[src/rtl/haar_pkg.sv]
// Shared definitions for the streaming forward Haar stage.
//   haar_state_t : pairing FSM state (EVEN: nothing held, ODD: sample a held,
//                  PAD: odd-length frame ended on a, padded pair pending)
//   HAAR_MAX_W   : widest sample width the shared average helper supports
//   haar_avg()   : (a + b + round) >> 1 evaluated with one guard bit, so it never overflows
package haar_pkg;

    typedef enum logic [1:0] {
        ST_EVEN = 2'd0,
        ST_ODD  = 2'd1,
        ST_PAD  = 2'd2
    } haar_state_t;

    localparam int unsigned HAAR_MAX_W = 64;

    function automatic logic [HAAR_MAX_W-1:0] haar_avg(
        input logic [HAAR_MAX_W-1:0] a,
        input logic [HAAR_MAX_W-1:0] b,
        input logic                  round
    );
        return HAAR_MAX_W'(({1'b0, a} + {1'b0, b} + (HAAR_MAX_W + 1)'(round)) >> 1);
    endfunction

endpackage

[src/rtl/haar_pair_core.sv]
// Combinational Haar butterfly for one sample pair.
//   i_a, i_b : unsigned samples (a = even, b = odd)
//   o_avg    : (a + b + ROUND) >> 1, unsigned, DATA_W bits
//   o_diff   : a - b, two's complement, DATA_W+1 bits (full range, no saturation)
module haar_pair_core
    import haar_pkg::*;
#(
    parameter int unsigned DATA_W = 8,
    parameter int unsigned ROUND  = 0
) (
    input  logic [DATA_W-1:0] i_a,
    input  logic [DATA_W-1:0] i_b,
    output logic [DATA_W-1:0] o_avg,
    output logic [DATA_W:0]   o_diff
);

    logic [HAAR_MAX_W-1:0]      w_avg_wide;
    logic [HAAR_MAX_W-1:DATA_W] w_unused_avg_hi;

    // The average of two DATA_W-bit values always fits in DATA_W bits, so the
    // upper bits of the wide helper result are always zero.
    assign w_avg_wide      = haar_avg(HAAR_MAX_W'(i_a), HAAR_MAX_W'(i_b), ROUND != 0);
    assign o_avg           = w_avg_wide[DATA_W-1:0];
    assign w_unused_avg_hi = w_avg_wide[HAAR_MAX_W-1:DATA_W];

    assign o_diff = {1'b0, i_a} - {1'b0, i_b};

endmodule

[src/rtl/haar_fwd_stream.sv]
// Streaming 1-D forward Haar stage. Pairs consecutive samples of a frame and
// emits (avg, diff) per pair through a single output register stage.
//   clk, rst_n : clock (rising edge), asynchronous active-low reset
//   clr        : synchronous flush (held sample, output word, pair index)
//   s_valid/s_ready/s_data/s_last : sample input stream
//   m_valid/m_ready               : output pair handshake
//   m_avg, m_diff                 : approximation / detail coefficients
//   m_idx                         : pair index within the frame
//   m_last                        : final pair of the frame
//   m_pad                         : pair padded from an odd-length frame (b = a)
module haar_fwd_stream
    import haar_pkg::*;
#(
    parameter int unsigned DATA_W = 8,
    parameter int unsigned ROUND  = 0,
    parameter int unsigned IDX_W  = 8
) (
    input  logic              clk,
    input  logic              rst_n,
    input  logic              clr,
    input  logic              s_valid,
    output logic              s_ready,
    input  logic [DATA_W-1:0] s_data,
    input  logic              s_last,
    output logic              m_valid,
    input  logic              m_ready,
    output logic [DATA_W-1:0] m_avg,
    output logic [DATA_W:0]   m_diff,
    output logic [IDX_W-1:0]  m_idx,
    output logic              m_last,
    output logic              m_pad
);

    haar_state_t       r_state;
    haar_state_t       w_next_state;
    logic [DATA_W-1:0] r_held;
    logic [IDX_W-1:0]  r_cnt;
    logic              r_m_valid;
    logic [DATA_W-1:0] r_m_avg;
    logic [DATA_W:0]   r_m_diff;
    logic [IDX_W-1:0]  r_m_idx;
    logic              r_m_last;
    logic              r_m_pad;

    logic              w_out_free;
    logic              w_store_a;
    logic              w_load;
    logic [DATA_W-1:0] w_b;
    logic              w_load_last;
    logic              w_load_pad;
    logic [DATA_W-1:0] w_avg;
    logic [DATA_W:0]   w_diff;

    assign w_out_free = !r_m_valid || m_ready;

    always_comb begin
        w_next_state = r_state;
        s_ready      = 1'b0;
        w_store_a    = 1'b0;
        w_load       = 1'b0;
        w_b          = s_data;
        w_load_last  = 1'b0;
        w_load_pad   = 1'b0;
        unique case (r_state)
            ST_EVEN: begin
                s_ready = 1'b1;
                if (s_valid) begin
                    w_store_a    = 1'b1;
                    w_next_state = s_last ? ST_PAD : ST_ODD;
                end
            end
            ST_ODD: begin
                // Only state where s_ready looks at m_ready (via out_free).
                s_ready = w_out_free;
                if (s_valid && w_out_free) begin
                    w_load       = 1'b1;
                    w_b          = s_data;
                    w_load_last  = s_last;
                    w_next_state = ST_EVEN;
                end
            end
            ST_PAD: begin
                if (w_out_free) begin
                    w_load       = 1'b1;
                    w_b          = r_held;
                    w_load_last  = 1'b1;
                    w_load_pad   = 1'b1;
                    w_next_state = ST_EVEN;
                end
            end
            default: begin
                w_next_state = ST_EVEN;
            end
        endcase
    end

    haar_pair_core #(
        .DATA_W (DATA_W),
        .ROUND  (ROUND)
    ) u_core (
        .i_a    (r_held),
        .i_b    (w_b),
        .o_avg  (w_avg),
        .o_diff (w_diff)
    );

    always_ff @(posedge clk or negedge rst_n) begin
        if (!rst_n) begin
            r_state   <= ST_EVEN;
            r_held    <= '0;
            r_cnt     <= '0;
            r_m_valid <= 1'b0;
            r_m_avg   <= '0;
            r_m_diff  <= '0;
            r_m_idx   <= '0;
            r_m_last  <= 1'b0;
            r_m_pad   <= 1'b0;
        end else if (clr) begin
            // Flush wins over any handshake on the same edge.
            r_state   <= ST_EVEN;
            r_held    <= '0;
            r_cnt     <= '0;
            r_m_valid <= 1'b0;
            r_m_avg   <= '0;
            r_m_diff  <= '0;
            r_m_idx   <= '0;
            r_m_last  <= 1'b0;
            r_m_pad   <= 1'b0;
        end else begin
            r_state <= w_next_state;
            if (w_store_a) begin
                r_held <= s_data;
            end
            if (w_load) begin
                r_m_valid <= 1'b1;
                r_m_avg   <= w_avg;
                r_m_diff  <= w_diff;
                r_m_idx   <= r_cnt;
                r_m_last  <= w_load_last;
                r_m_pad   <= w_load_pad;
                r_cnt     <= w_load_last ? '0 : r_cnt + IDX_W'(1);
            end else if (m_ready) begin
                r_m_valid <= 1'b0;
            end
        end
    end

    assign m_valid = r_m_valid;
    assign m_avg   = r_m_avg;
    assign m_diff  = r_m_diff;
    assign m_idx   = r_m_idx;
    assign m_last  = r_m_last;
    assign m_pad   = r_m_pad;

endmodule

[config.mk]
export PLATFORM = sky130hd
export DESIGN_NAME = haar_fwd_stream
export DESIGN_NICKNAME = d
export VERILOG_FILES = /design/src/rtl/haar_pkg.sv /design/src/rtl/haar_pair_core.sv /design/src/rtl/haar_fwd_stream.sv
export SDC_FILE = /design/constraint.sdc
export NUM_CORES = 1
export LEC_CHECK = 0
export BUFFER_PORTS_ARGS = -buffer_cell sky130_fd_sc_hd__clkbuf_2
export CAP_MARGIN = 20
export CORE_MARGIN = 2
export CORE_UTILIZATION = 40
export DETAILED_ROUTE_END_ITERATION = 8
export GPL_TIMING_DRIVEN = 0
export SLEW_MARGIN = 5
export SYNTH_ARGS = -nofsm -noshare
export SYNTH_HDL_FRONTEND = slang
export SYNTH_SLANG_ARGS = --single-unit
[constraint.sdc]
create_clock -name clk -period 5.1 [get_ports clk]
set_input_delay 0 -clock clk [delete_from_list [all_inputs] [get_ports clk]]
set_output_delay 0 -clock clk [all_outputs]
set_load 0.1 [all_outputs]
; Yosys cells after proc, flatten, opt, wreduce, memory -nomap -nowiden
; Cells that the tools add are included.
[totals]
output_inout_bits = 29
elab_cells = 60
register_bits = 46
input_bits = 14
[classes]
eq_ne = 5
n_mux = 35
reduce_logical = 8
n_addsub = 3
[op_table]
columns = cell, count
row1 = $mux W8, 11
row2 = $mux W9, 2
row3 = $mux W1, 13
row4 = $mux W2, 5
row5 = $add A8 B8 Y9, 1
row6 = $ne A3 B3 Y1 const B, 3
row7 = $sub A8 B8 Y9, 1
row8 = $add A8 B1 Y8 const B, 1
row9 = $pmux W1 S2, 3
row10 = $pmux W2 S3, 1
row11 = $reduce_bool A2 Y1, 2
row12 = $reduce_and A3 Y1, 1
row13 = $reduce_bool A3 Y1, 1
row14 = $eq A2 B1 Y1 const B, 1
row15 = $eq A2 B2 Y1 const B, 1
row16 = $logic_not A2 Y1, 1
row17 = $logic_and A1 B1 Y1, 1
row18 = $logic_not A1 Y1, 1
row19 = $logic_or A1 B1 Y1, 1

; Depth between registers and ports, before layout
; Gate-level depths: netlist of run 1.
[depth]
depth_word = 8
depth_mapped = 14
depth_no_buf = 13

; Cells and area by module
; A second synthesis of run 1 with hierarchy kept.
[hier_totals]
cells_unflattened = 331
hier_area_um2 = 2866.5
[by_module_without_submodules]
columns = mod, cells_per_inst, n_inst, seq_area_each_um2, area_per_inst_um2
row1 = haar_fwd_stream, 235, 1, 1151.1, 2163.3
row2 = haar_pair_core, 96, 1, 0.0, 703.2

; Worst setup path before layout of run 1
; OpenSTA, ideal clock, no wires.
[synth_path]
path_type = register to register
startpoint = reg r_m_valid (netlist: m_valid)
endpoint = reg r_m_avg[6] (netlist: m_avg[6])
n_path_buf = 2
setup_ns = 0.132
t_required_ns = 4.968
setup_slack_ns = 1.766
period_less_slack_ns = 3.334
t_arrival_ns = 3.202
path_stages_with_launch = 12
cell_sequence = dfrtp_1 -> nand2b_1 -> nand2_1 -> buf_2 -> mux2_2 -> ha_1 -> buf_2 -> a21o_1 -> a31o_2 -> or3_1 -> a31oi_1 -> nor2_1
[synth_between]
elab_chain_cells = 7
word_cells_on_any_way = 12
cone_classes = add/sub: 1 / mux: 7 / reduce/logical: 4
[synth_lines]
columns = element, line
row1 = "start, declared", haar_fwd_stream.sv:38  ; logic r_m_valid;
row2 = "start signal, assigned", haar_fwd_stream.sv:112  ; r_m_valid <= 1'b0;
row3 = "start signal, assigned", haar_fwd_stream.sv:123  ; r_m_valid <= 1'b0;
row4 = "start signal, assigned", haar_fwd_stream.sv:135  ; r_m_valid <= 1'b1;
row5 = $logic_not A1 Y1 *, haar_fwd_stream.sv:54  ; assign w_out_free = !r_m_valid || m_ready;
row6 = $logic_or A1 B1 Y1 *, haar_fwd_stream.sv:54
row7 = $mux W8, haar_fwd_stream.sv:83  ; if (w_out_free) begin
row8 = $mux W8, --
row9 = $add A8 B8 Y9, haar_pkg.sv:21  ; return HAAR_MAX_W'(({1'b0, a} + {1'b0, b} + (HAAR_MAX_W + 1)'(round)) >> 1);
row10 = $mux W8, haar_fwd_stream.sv:134  ; if (w_load) begin
row11 = $mux W8, haar_fwd_stream.sv:118  ; end else if (clr) begin
row12 = "end signal, assigned", haar_fwd_stream.sv:136  ; r_m_avg <= w_avg;
row13 = "end, declared", haar_fwd_stream.sv:39  ; logic [DATA_W-1:0] r_m_avg;
; Every way passes the cells marked *; elsewhere a longest branch is shown, timed or not. The select of a mux whose other input is x is not followed.
; A chain may end at the register's enable or synchronous reset.

; Worst setup path after layout of run 1
[layout_path]
startpoint = reg r_state[0]
endpoint = reg r_m_avg[5] (netlist: m_avg[5])
[layout_between]
elab_chain_cells = 5
word_cells_on_any_way = 8
cone_classes = add/sub: 1 / eq/ne: 2 / mux: 4 / reduce/logical: 1
[layout_lines]
columns = element, line
row1 = "start, declared", haar_fwd_stream.sv:34  ; haar_state_t r_state;
row2 = "start signal, assigned", haar_fwd_stream.sv:130  ; r_state <= w_next_state;
row3 = $eq A2 B2 Y1, haar_fwd_stream.sv:64  ; unique case (r_state)
row4 = $mux W8, --
row5 = $add A8 B8 Y9, haar_pkg.sv:21
row6 = $mux W8, haar_fwd_stream.sv:134
row7 = $mux W8, haar_fwd_stream.sv:118
; Several ways; a longest one is shown, not always the timed one. The select of a mux whose other input is x is not followed.

==> results of run 1 <==
==> sequential cells by signal, summed over array words and instances (netlist names), 2 cells and up <==
name,flops
r_state,2
m_idx,8
r_held,8
m_diff,9
r_cnt,8
m_avg,8
==> routing by layer <==
layer / share of wire (%) / GRT usage [%] / up-vias
met5: 0 / 0 / -
met1: 50 / 26.2 / 1113
met2: 45 / 27.8 / 52
met3: 4.0 / 3.20 / 4
met4: 0.85 / 5.03 / 0
li1: - / - / 1193
==> power by group <==
group | switching (mW) | internal [mW] | total [mW]
clock network | 0.124 | 0.146 | 0.271
logic | 0.141 | 0.0697 | 0.210
registers | 0.00838 | 0.374 | 0.382
==> cell usage in the layout, fill, tap and decap left out, types with 6 or more instances in the layout <==
| cell type | instances |
|---|---|
| dfrtp_1 | 46 |
| clkbuf_2 | 42 |
| a21oi_1 | 38 |
| nand2_1 | 37 |
| ha_1 | 24 |
| nor2_1 | 23 |
| inv_1 | 16 |
| nand3_1 | 13 |
| dlygate4sd3_1 | 10 |
| nand2b_1 | 9 |
| buf_2 | 9 |
| a211oi_1 | 9 |
| clkbuf_1 | 8 |
| mux2_2 | 7 |
| o21ai_0 | 7 |
| a31oi_1 | 7 |
| a21o_1 | 6 |
| clkbuf_8 | 6 |
| xnor2_1 | 6 |
==> worst register-to-register path, stage by stage, from the launching register on <==
cell and delay [ns]:
dfrtp_1 0.41, inv_1 0.09, ha_1 0.21, nand2_1 0.11, buf_2 0.20, o21ai_0 0.31, ha_1 0.24, inv_1 0.06
fa_1 0.39, nand2b_1 0.18, a21oi_1 0.16, o21ai_0 0.15, or4_1 0.43, nand3_1 0.10
==> layout make-up <==
class | instances | share of cell area [%]
flip-flops and latches | 46 | 34.1
inverters | 16 | 1.78
multi-input cells | 230 | 44.9
plain buffers | 18 | 2.63
clock buffers | 6 | 2.15
well taps | 96 | 3.56
repair buffers | 53 | 9.78
clock inverters | 2 | 1.11
==> path summary, 6_finish.rpt <==
path,start,endpoint,slack (ns),cells after the start
setup / recovery,r_state[0],m_avg[5],2.01,13
hold / removal,clr,r_cnt[2],0.04,4
setup reg to reg,r_state[0],m_avg[5],2.01,13
hold reg to reg,m_diff[1],m_diff[1],0.51,2
max in group asynchronous,rst_n,r_cnt[6],4.38,3
min in group asynchronous,rst_n,m_idx[0],0.20,2
==> stage by stage <==
step,cells,hold WS [ns]
after floorplan,310,-0.296
after global placement,448,0.252
after detailed placement,449,-0.00620
after CTS,467,0.0386
after global routing,467,0.0999
final,467,0.0400
==> logic make-up after synthesis <==
logic type	after synthesis	synth area share (%)
AND/OR/NAND/NOR	111	19.3
multiplexers	7	2.80
buffers and inverters	34	5.29
adder cells (fa/ha/maj)	26	12.1
flip-flops	46	40.9
AO/OA/AOI/OAI	77	16.8
XOR/XNOR	9	2.80
==> run summary, run 1 <==
Maximum root-to-sink buffer count = 2
Routability Congestion = 0.820
First-pass detailed-route iteration total = 4
Syn Nets = 350
Ant diodes = 0
Number of max-cap violations = 0
Drt drc = 0
DR WL/cell = 13.9 um
Final Hold Viols = 0
Share of the synthesized area in the top cell type = 40.9%
Delay-heaviest family, CP = adder cells
Vias post-DR = 2362
Synth Register Bits = 46
Final setup TNS = 0 ns
IO Port Bufs = 42
Critical-path top delay cell = or4_1
Sequential area share after synthesis = 40.9%
DRT antenna net count = 0
Slew HR = 60.4%
Pwr dens = 256 nW/um2
Register area = 1150 um2
Top area cells in the synthesized netlist = dfrtp_1, ha_1, a21oi_1
Row cnt = 30
Slew Limit Fails = 0
Worst setup EP type = flip-flop
Setup CP Type = reg -> reg
# setup viols final = 0
GRT Util Overall = 18.1%
Fin area = 3380 um2
Setup Buffers After CTS = 0
Die width = 87.9 um
Cell count after synthesis = 310
Crit-path max FO = 10
Post-synth cell types = 41
Hold bufs inserted after CTS = 10
Number of flops mapped to enable cells by yosys = 0
Initial core utilization = 41.5%
FMAX = 323 MHz
HPWL after DPL = 5.01 mm
Vias in the first global route = 2229
RSZ-0062 raised after global routing = no
Setup slack after layout = 2.01 ns
Clock root buffer = clkbuf_8
Startpoint Class = flip-flop
Clk slew on worst S/H paths = 0.09 ns
Critical path's largest stage delay = 0.43 ns
Peak VDD IR = 0.106 mV
CP Data Arrival Time = 3.33 ns
Layout cell share with drive strength beyond 1 = 19.7%
Placed inst area = 3170 um2
DP Worst Slack = 2.02 ns
Die height = 87.9 um
1st-iter DRT viols = 136
Status = finished clean
Synth-to-layout area growth = 19.9%
Slew @ Worst Pin = 0.593 ns
Ys async rst share = 100%
Nets = 410
Synth Flop Type = dfrtp_1
Boundary Pins = 43
Commonest cells post-synth = dfrtp_1, a21oi_1, nand2_1
Fin crit share = 60.6%
CP Data Required Time = 5.34 ns
CTS tree = done
Largest net degree at the start of global routing = 29
Multi-input gate area = 1520 um2
Final WL = 6.50 mm
Worst min path class = in -> reg
Die area = 7730 um2
Gr ovfl total = 0
P_leak = 1.63 nW
TritonCTS Buffers = 5
Final cell utilization of the core = 49.7%
Avg Cell Area, Syn = 9.09 um2
Ordered cell list for the critical path = inv_1 > ha_1 > nand2_1 > buf_2 > o21ai_0 > ha_1 > inv_1 > fa_1 > nand2b_1 > a21oi_1 > o21ai_0 > or4_1 > nand3_1
Synthesis Warnings = 0
Synth Cell Area = 2820 um2
Area leader, netlist = dfrtp_1
Clock Latency Late Sink = 0.30 ns
Clock net sink count = 46
Final Power = 863 uW
Cells resized by post-CTS repair = 0
Final min period = 3.09 ns
Vias per cell = 5.06
Final Skew = 0.00468 ns
First-pass GRT wire length = 10.9 mm
# fillers = 684
H-Tree Depth = 2
CP Buf/Inv Count = 3
Initial antenna violation count = 0
Core ar. = 6790 um2
Cell with the most instances after synthesis = dfrtp_1
No activity file was read; power rests on OpenSTA's default activity.
==> inputs of run 2 (changes only) <==
Settings changed: ABC_AREA from default to 1.
Clock period 5.1 ns to 3.1 ns, I/O delays scaled along.
==> run summary, run 2 <==
Top area cells in the synthesized netlist = dfrtp_1, nand2_1, ha_1 (was dfrtp_1, ha_1, a21oi_1)
Synth Flop Type = dfrtp_1 (unchanged)
Reg2Reg Depth = 15 (was 13)
Fin crit share = 89.5% (was 60.6%)
Row cnt = 30 (unchanged)
DP Worst Slack = 0.311 ns (was 2.02 ns)
Synth Area in Compound Gates = 10.9% (was 16.8%)
Vias in the first global route = 2368 (was 2229)
Crit path to = m_avg[5] (unchanged)
CP Buf/Inv Count = 3 (unchanged)
Pint = 1.00 mW (was 590 uW)
Final setup TNS = 0 ns (unchanged)
DRT antenna net count = 0 (unchanged)
Initial core utilization = 41.7% (was 41.5%)
Clock Latency Late Sink = 0.30 ns (about the same)
# setup viols final = 0 (unchanged)
Placed inst area = 3220 um2 (was 3170 um2)
Setup CP Type = reg -> reg (unchanged)
Final Skew = 0.00398 ns (was 0.00468 ns)
Clock net sink count = 46 (unchanged)
Setup slack after layout = 0.324 ns (was 2.01 ns)
FMAX = 360 MHz (was 323 MHz)
Die height = 88.6 um (was 87.9 um)
Commonest cells post-synth = nand2_1, inv_1, dfrtp_1 (was dfrtp_1, a21oi_1, nand2_1)
Ant diodes = 0 (unchanged)
Fin area = 3440 um2 (was 3380 um2)
First-pass GRT wire length = 10.5 mm (was 10.9 mm)
Synth-to-layout area growth = 20.0% (was 19.9%)
Logic pwr share = 36.0% (was 24.4%)
Largest family of logic cells by synthesized area = simple AND/OR/NAND/NOR gates (unchanged)
H-Tree Depth = 2 (unchanged)
Final Power = 1.68 mW (was 863 uW)
Most used cell along the critical path = nand2_1
GRT Util Overall = 17.0% (was 18.1%)
CTS tree = done (unchanged)
Slew HR = 55.8% (was 60.4%)
Clock root buffer = clkbuf_8 (unchanged)
Setup Buffers After CTS = 0 (unchanged)
Peak VDD IR = 0.182 mV (was 0.106 mV)
DR WL/cell = 11.6 um (was 13.9 um)
CP Data Arrival Time = 2.97 ns (was 3.33 ns)
Most frequent cells in the layout = nand2_1, inv_1, dfrtp_1 (was dfrtp_1, clkbuf_2, a21oi_1)
Reg-to-Reg End = m_avg[5] (unchanged)
Slew @ Worst Pin = 0.663 ns (was 0.593 ns)
Clk slew on worst S/H paths = 0.09 ns (about the same)
Slew Limit Fails = 0 (unchanged)
CP Data Required Time = 3.30 ns (was 5.34 ns)
P_leak = 1.92 nW (was 1.63 nW)
RR Startpoint = r_state[0] (unchanged)
Placed insts = 510 (was 449)
1st-iter DRT viols = 105 (was 136)
Largest net degree at the start of global routing = 25 (was 29)
Die width = 88.6 um (was 87.9 um)
Sw power = 676 uW (was 273 uW)
RSZ-0062 raised after global routing = no (unchanged)
IO Port Bufs = 42 (unchanged)
Synth Area in XOR/XNOR = 2.75% (was 2.80%)
Area leader, netlist = dfrtp_1 (unchanged)
Layout cell share with drive strength beyond 1 = 15.5% (was 19.7%)
Critical-path top delay cell = dfrtp_1 (was or4_1)
Clock power frac = 24.8% (was 31.3%)
Synth Register Bits = 46 (unchanged)
Mux cell area share after synthesis = 0% (was 2.80%)
Net Sw Frac = 40.3% (was 31.7%)
HPWL after DPL = 4.85 mm (was 5.01 mm)
Avg Cell Area, Syn = 7.72 um2 (was 9.09 um2)
Post-synth cell types = 27 (was 41)
Nets = 472 (was 410)
Cells resized by post-CTS repair = 0 (unchanged)
Routability Congestion = 0.865 (was 0.820)
Final WL = 6.15 mm (was 6.50 mm)
Worst Setup SP = r_state[0] (unchanged)
Startpoint Class = flip-flop (unchanged)
Max reg flops = 9 (unchanged)
Vias per cell = 4.71 (was 5.06)
R2R setup slack = 0.32 ns (was 2.01 ns)
Commonest non-fill, non-tap cell in the layout = nand2_1 (was dfrtp_1)
Delay-heaviest family, CP = adder cells (unchanged)
Boundary Pins = 43 (unchanged)
Status = finished clean (unchanged)
Crit-path max FO = 10 (unchanged)
Worst setup EP type = flip-flop (unchanged)
Cell with the most instances after synthesis = nand2_1 (was dfrtp_1)
Die area = 7850 um2 (was 7730 um2)
Drt drc = 0 (unchanged)
Synth Cell Area = 2860 um2 (was 2820 um2)
Vias post-DR = 2491 (was 2362)
Post-Synth Simple-Gate Area = 24.8% (was 19.3%)
Gr ovfl total = 0 (unchanged)
Synthesis Warnings = 0 (unchanged)
Layout Cells excl Fill = 529 (was 467)
Core ar. = 6870 um2 (was 6790 um2)
Share of the synthesized area in the top cell type = 40.2% (was 40.9%)
Sequential share of power = 39.1% (was 44.3%)
Maximum root-to-sink buffer count = 2 (unchanged)
Post-Synth Adder-Cell Area = 11.9% (was 12.1%)
Final Hold Viols = 0 (unchanged)
Cell count after synthesis = 371 (was 310)
Final min period = 2.78 ns (was 3.09 ns)
Number of flops mapped to enable cells by yosys = 0 (unchanged)
Number of max-cap violations = 0 (unchanged)
Sequential area share after synthesis = 40.2% (was 40.9%)
Initial antenna violation count = 0 (unchanged)
Ordered cell list for the critical path = inv_1 > ha_1 > nand2_4 > buf_2 > o21ai_0 > ha_1 > inv_1 > fa_1 > nand3b_1 > nand2_1 > nand2_1 > nand2_1 > nand2_1 > nand3_1 > nand2_1 (was inv_1 > ha_1 > nand2_1 > buf_2 > o21ai_0 > ha_1 > inv_1 > fa_1 > nand2b_1 > a21oi_1 > o21ai_0 > or4_1 > nand3_1)
WP depth = 15 (was 13)
TritonCTS Buffers = 5 (unchanged)
Ys async rst share = 100% (unchanged)
Syn Nets = 411 (was 350)
Worst min path class = in -> reg (unchanged)
First-pass detailed-route iteration total = 4 (unchanged)
Critical path's largest stage delay = 0.41 ns (was 0.43 ns)
Pwr dens = 489 nW/um2 (was 256 nW/um2)
[run 2: through the flow]
| step | hold slack, ns | utilization, % |
|---|---|---|
| floorplan | -0.296 | - |
| CTS | 0.0337 | 50.0 |
| finish | 0.0285 | 50.0 |
| global route | 0.0805 | 50.0 |
| global placement | 0.198 | 46.5 |
| detailed placement | 0.0632 | 46.9 |
[run 2: power groups by stage]
| stage | sequential (mW) | clock (mW) | combinational [mW] |
|---|---|---|---|
| floorplan | 0.805 | 0 | 0.327 |
| global placement | 0.668 | 0 | 0.587 |
| detailed placement | 0.670 | 0 | 0.597 |
| CTS | 0.658 | 0.432 | 0.610 |
| global route | 0.662 | 0.455 | 0.674 |
| finish | 0.658 | 0.417 | 0.605 |
[run 2: layout make-up]
class,count,area [um2]
repair buffers,54,348
fillers,710,3430
clock buffers,7,96.3
well taps,96,120
inverters,57,214
flip-flops and latches,46,1150
plain buffers,9,55.1
multi-input cells,259,1440
clock inverters,1,8.76
[run 2: worst reg2reg max path: cells and delay by family, from the launching register on]
family | cells | cell delay, ns
DFF | 1 | 0.41
AOI/OAI and AO/OA | 1 | 0.32
buffers and inverters | 3 | 0.35
and+or+nand+nor | 8 | 0.74
adders and majority gates | 3 | 0.86
[run 2: cells by family (layout without fill, tap and decap cells)]
logic type,count (synthesis),after routing
AOI/OAI and AO/OA,60,60
and+or+nand+nor,164,164
buffers and inverters,66,128
DFF,46,46
xor gates and xnor gates,9,9
adders and majority gates,26,26
[run 2: routing by layer]
layer / vias to the layer above / part of all wire [%] / GRT usage, % / wire [um]
met2: 43 / 46 / 28.3 / 2810
met4: 0 / 1.2 / 4.96 / 73
met1: 1141 / 50 / 23.0 / 3050
met3: 6 / 3.5 / 2.80 / 215
li1: 1301 / - / - / -
met5: - / 0 / 0 / 0
[run 2: timing repair]
action | in CTS | in global routing
hold buffers | 11 | 0
hold endpoints to repair | 34 | 0
endpoints found under the setup margin | 0 | 0
[run 2: worst min path at each step]
stage                     endpoint  depth (start not counted)    start  slack, ns
after detailed placement  r_cnt[4]                          1    rst_n       0.06
final                      m_valid                          4  m_ready       0.03
after global routing       m_valid                          4  m_ready       0.08
after CTS                  m_valid                          4  m_ready       0.03
after global placement      m_last                          2      clr       0.20
after floorplan           m_avg[0]                          0    rst_n      -0.30
==> inputs of run 3 (changes only) <==
Settings changed: MAX_ROUTING_LAYER from default to met4.
==> run summary, run 3 (synthesis gave the netlist of run 2 again) <==
Ant diodes = 0 (unchanged)
P_leak = 1.92 nW (unchanged)
Die width = 88.6 um (unchanged)
Final Power = 1.68 mW (about the same)
Layout cell share with drive strength beyond 1 = 15.5% (unchanged)
CTS tree = done (unchanged)
Vias per cell = 4.74 (was 4.71)
Slew Limit Fails = 0 (unchanged)
DRT antenna net count = 0 (unchanged)
Clock Latency Late Sink = 0.30 ns (about the same)
Final Skew = 0.00398 ns (unchanged)
RR Startpoint = r_state[0] (unchanged)
Gr ovfl total = 0 (unchanged)
Worst hold start = m_ready (unchanged)
Multi-input gate area = 1440 um2 (unchanged)
Number of max-cap violations = 0 (unchanged)
Worst Hold Path Cells = 4 (unchanged)
Nets = 472 (unchanged)
Boundary Pins = 43 (unchanged)
Pwr dens = 489 nW/um2 (about the same)
Commonest non-fill, non-tap cell in the layout = nand2_1 (unchanged)
Vias post-DR = 2505 (was 2491)
Largest net degree at the start of global routing = 25 (unchanged)
H-Tree Depth = 2 (unchanged)
Placed insts = 510 (unchanged)
Cells resized by post-CTS repair = 0 (unchanged)
Die area = 7850 um2 (unchanged)
CP Data Arrival Time = 2.97 ns (about the same)
Reg2Reg Depth = 15 (unchanged)
CP Data Required Time = 3.30 ns (about the same)
Clock root buffer = clkbuf_8 (unchanged)
R2R setup slack = 0.32 ns (about the same)
Initial antenna violation count = 0 (unchanged)
Setup CP Type = reg -> reg (unchanged)
Core ar. = 6870 um2 (unchanged)
1st-iter DRT viols = 106 (was 105)
# setup viols final = 0 (unchanged)
Worst min path class = in -> reg (unchanged)
Startpoint Class = flip-flop (unchanged)
Clk slew on worst S/H paths = 0.09 ns (about the same)
Final Hold Viols = 0 (unchanged)
Die height = 88.6 um (unchanged)
Final setup TNS = 0 ns (unchanged)
Reg-to-Reg End = m_avg[5] (unchanged)
DR WL/cell = 11.6 um (about the same)
First-pass GRT wire length = 10.5 mm (about the same)
Vias in the first global route = 2367 (was 2368)
Worst setup EP type = flip-flop (unchanged)
Register area = 1150 um2 (unchanged)
Peak VDD IR = 0.182 mV (about the same)
HPWL after DPL = 4.85 mm (unchanged)
Initial core utilization = 41.7% (unchanged)
Final min period = 2.78 ns (about the same)
GRT Util Overall = 17.6% (was 17.0%)
Fin area = 3440 um2 (unchanged)
Slew HR = 55.8% (unchanged)
FMAX = 360 MHz (about the same)
First-pass detailed-route iteration total = 5 (was 4)
Row cnt = 30 (unchanged)
IO Port Bufs = 42 (unchanged)
TritonCTS Buffers = 5 (unchanged)
Most frequent cells in the layout = nand2_1, inv_1, dfrtp_1 (unchanged)
Crit-path max FO = 10 (unchanged)
RSZ-0062 raised after global routing = no (unchanged)
# fillers = 710 (unchanged)
Clock net sink count = 46 (unchanged)
Slew @ Worst Pin = 0.663 ns (about the same)
Status = finished clean (unchanged)
Synth-to-layout area growth = 20.0% (unchanged)
Max reg flops = 9 (unchanged)
Drt drc = 0 (unchanged)
Layout Cells excl Fill = 529 (unchanged)
Final WL = 6.14 mm (was 6.15 mm)
Maximum root-to-sink buffer count = 2 (unchanged)
Worst Hold End = m_valid (unchanged)
Routability Congestion = 0.879 (was 0.865)
Fin crit share = 89.6% (was 89.5%)
Placed inst area = 3220 um2 (unchanged)
==> run 3: cell counts in the layout (fill, tap and decap cells not counted) <==
No cell type changed its count.
==> run 3: layer usage <==
| metal | wire, um | part of all wire (%) | track usage [%] |
|---|---|---|---|
| met1 | 3040 | 49 | 23.0 |
| met2 | 2810 | 46 | 28.3 |
| met3 | 223 | 3.6 | 2.80 |
| met4 | 70 | 1.1 | 4.96 |
| met5 | 0 | 0 | - |
==> run 3: repair_timing <==
action / 4_1_cts / 5_1_grt
endpoints found under the hold margin: 34 / 0
hold buffers: 11 / 0
buffers inserted: 0 / 0
==> run 3: worst max-delay path by stage <==
stage	start	endpoint	cells after the start	slack, ns
floorplan	m_valid	m_avg[5]	15	0.24
global placement	r_state[0]	m_avg[5]	15	0.35
detailed placement	r_state[0]	m_avg[5]	15	0.31
CTS	r_state[0]	m_avg[5]	15	0.30
global route	r_state[0]	m_avg[5]	15	0.07
finish	r_state[0]	m_avg[5]	15	0.32
==> run 3: worst max-delay path, stage by stage, from the launching register on <==
cell	delay (ns)
dfrtp_1	0.41
inv_1	0.09
ha_1	0.22
nand2_4	0.10
buf_2	0.20
o21ai_0	0.32
ha_1	0.24
inv_1	0.06
fa_1	0.40
nand3b_1	0.17
nand2_1	0.12
nand2_1	0.11
nand2_1	0.07
nand2_1	0.05
nand3_1	0.07
nand2_1	0.05
==> run 3: area by class of cell <==
type	count	share of cell area, %
Clock inverter	1	0.255
Sequential cell	46	33.5
Inverter	57	6.23
Clock buffer	7	2.80
Multi-Input combinational cell	259	42.0
Tap cell	96	3.50
Buffer	9	1.60
Timing Repair Buffer	54	10.1
==> run 3: stage by stage <==
| stage | utilization, % | setup WS (ns) | hold slack, ns |
|---|---|---|---|
| 3_3_place_gp | 46.5 | 0.353 | 0.198 |
| 4_1_cts | 50.0 | 0.296 | 0.0337 |
| 5_1_grt | 50.0 | 0.0708 | 0.0805 |
| 3_5_place_dp | 46.9 | 0.311 | 0.0632 |
| 6_report | 50.0 | 0.323 | 0.0285 |
| 2_1_floorplan | - | 0.241 | -0.296 |
==> run 3: where the power goes <==
group / total, mW / switching, mW / internal [mW]
logic: 0.605 / 0.438 / 0.167
registers: 0.658 / 0.0258 / 0.632
clock network: 0.417 / 0.212 / 0.205
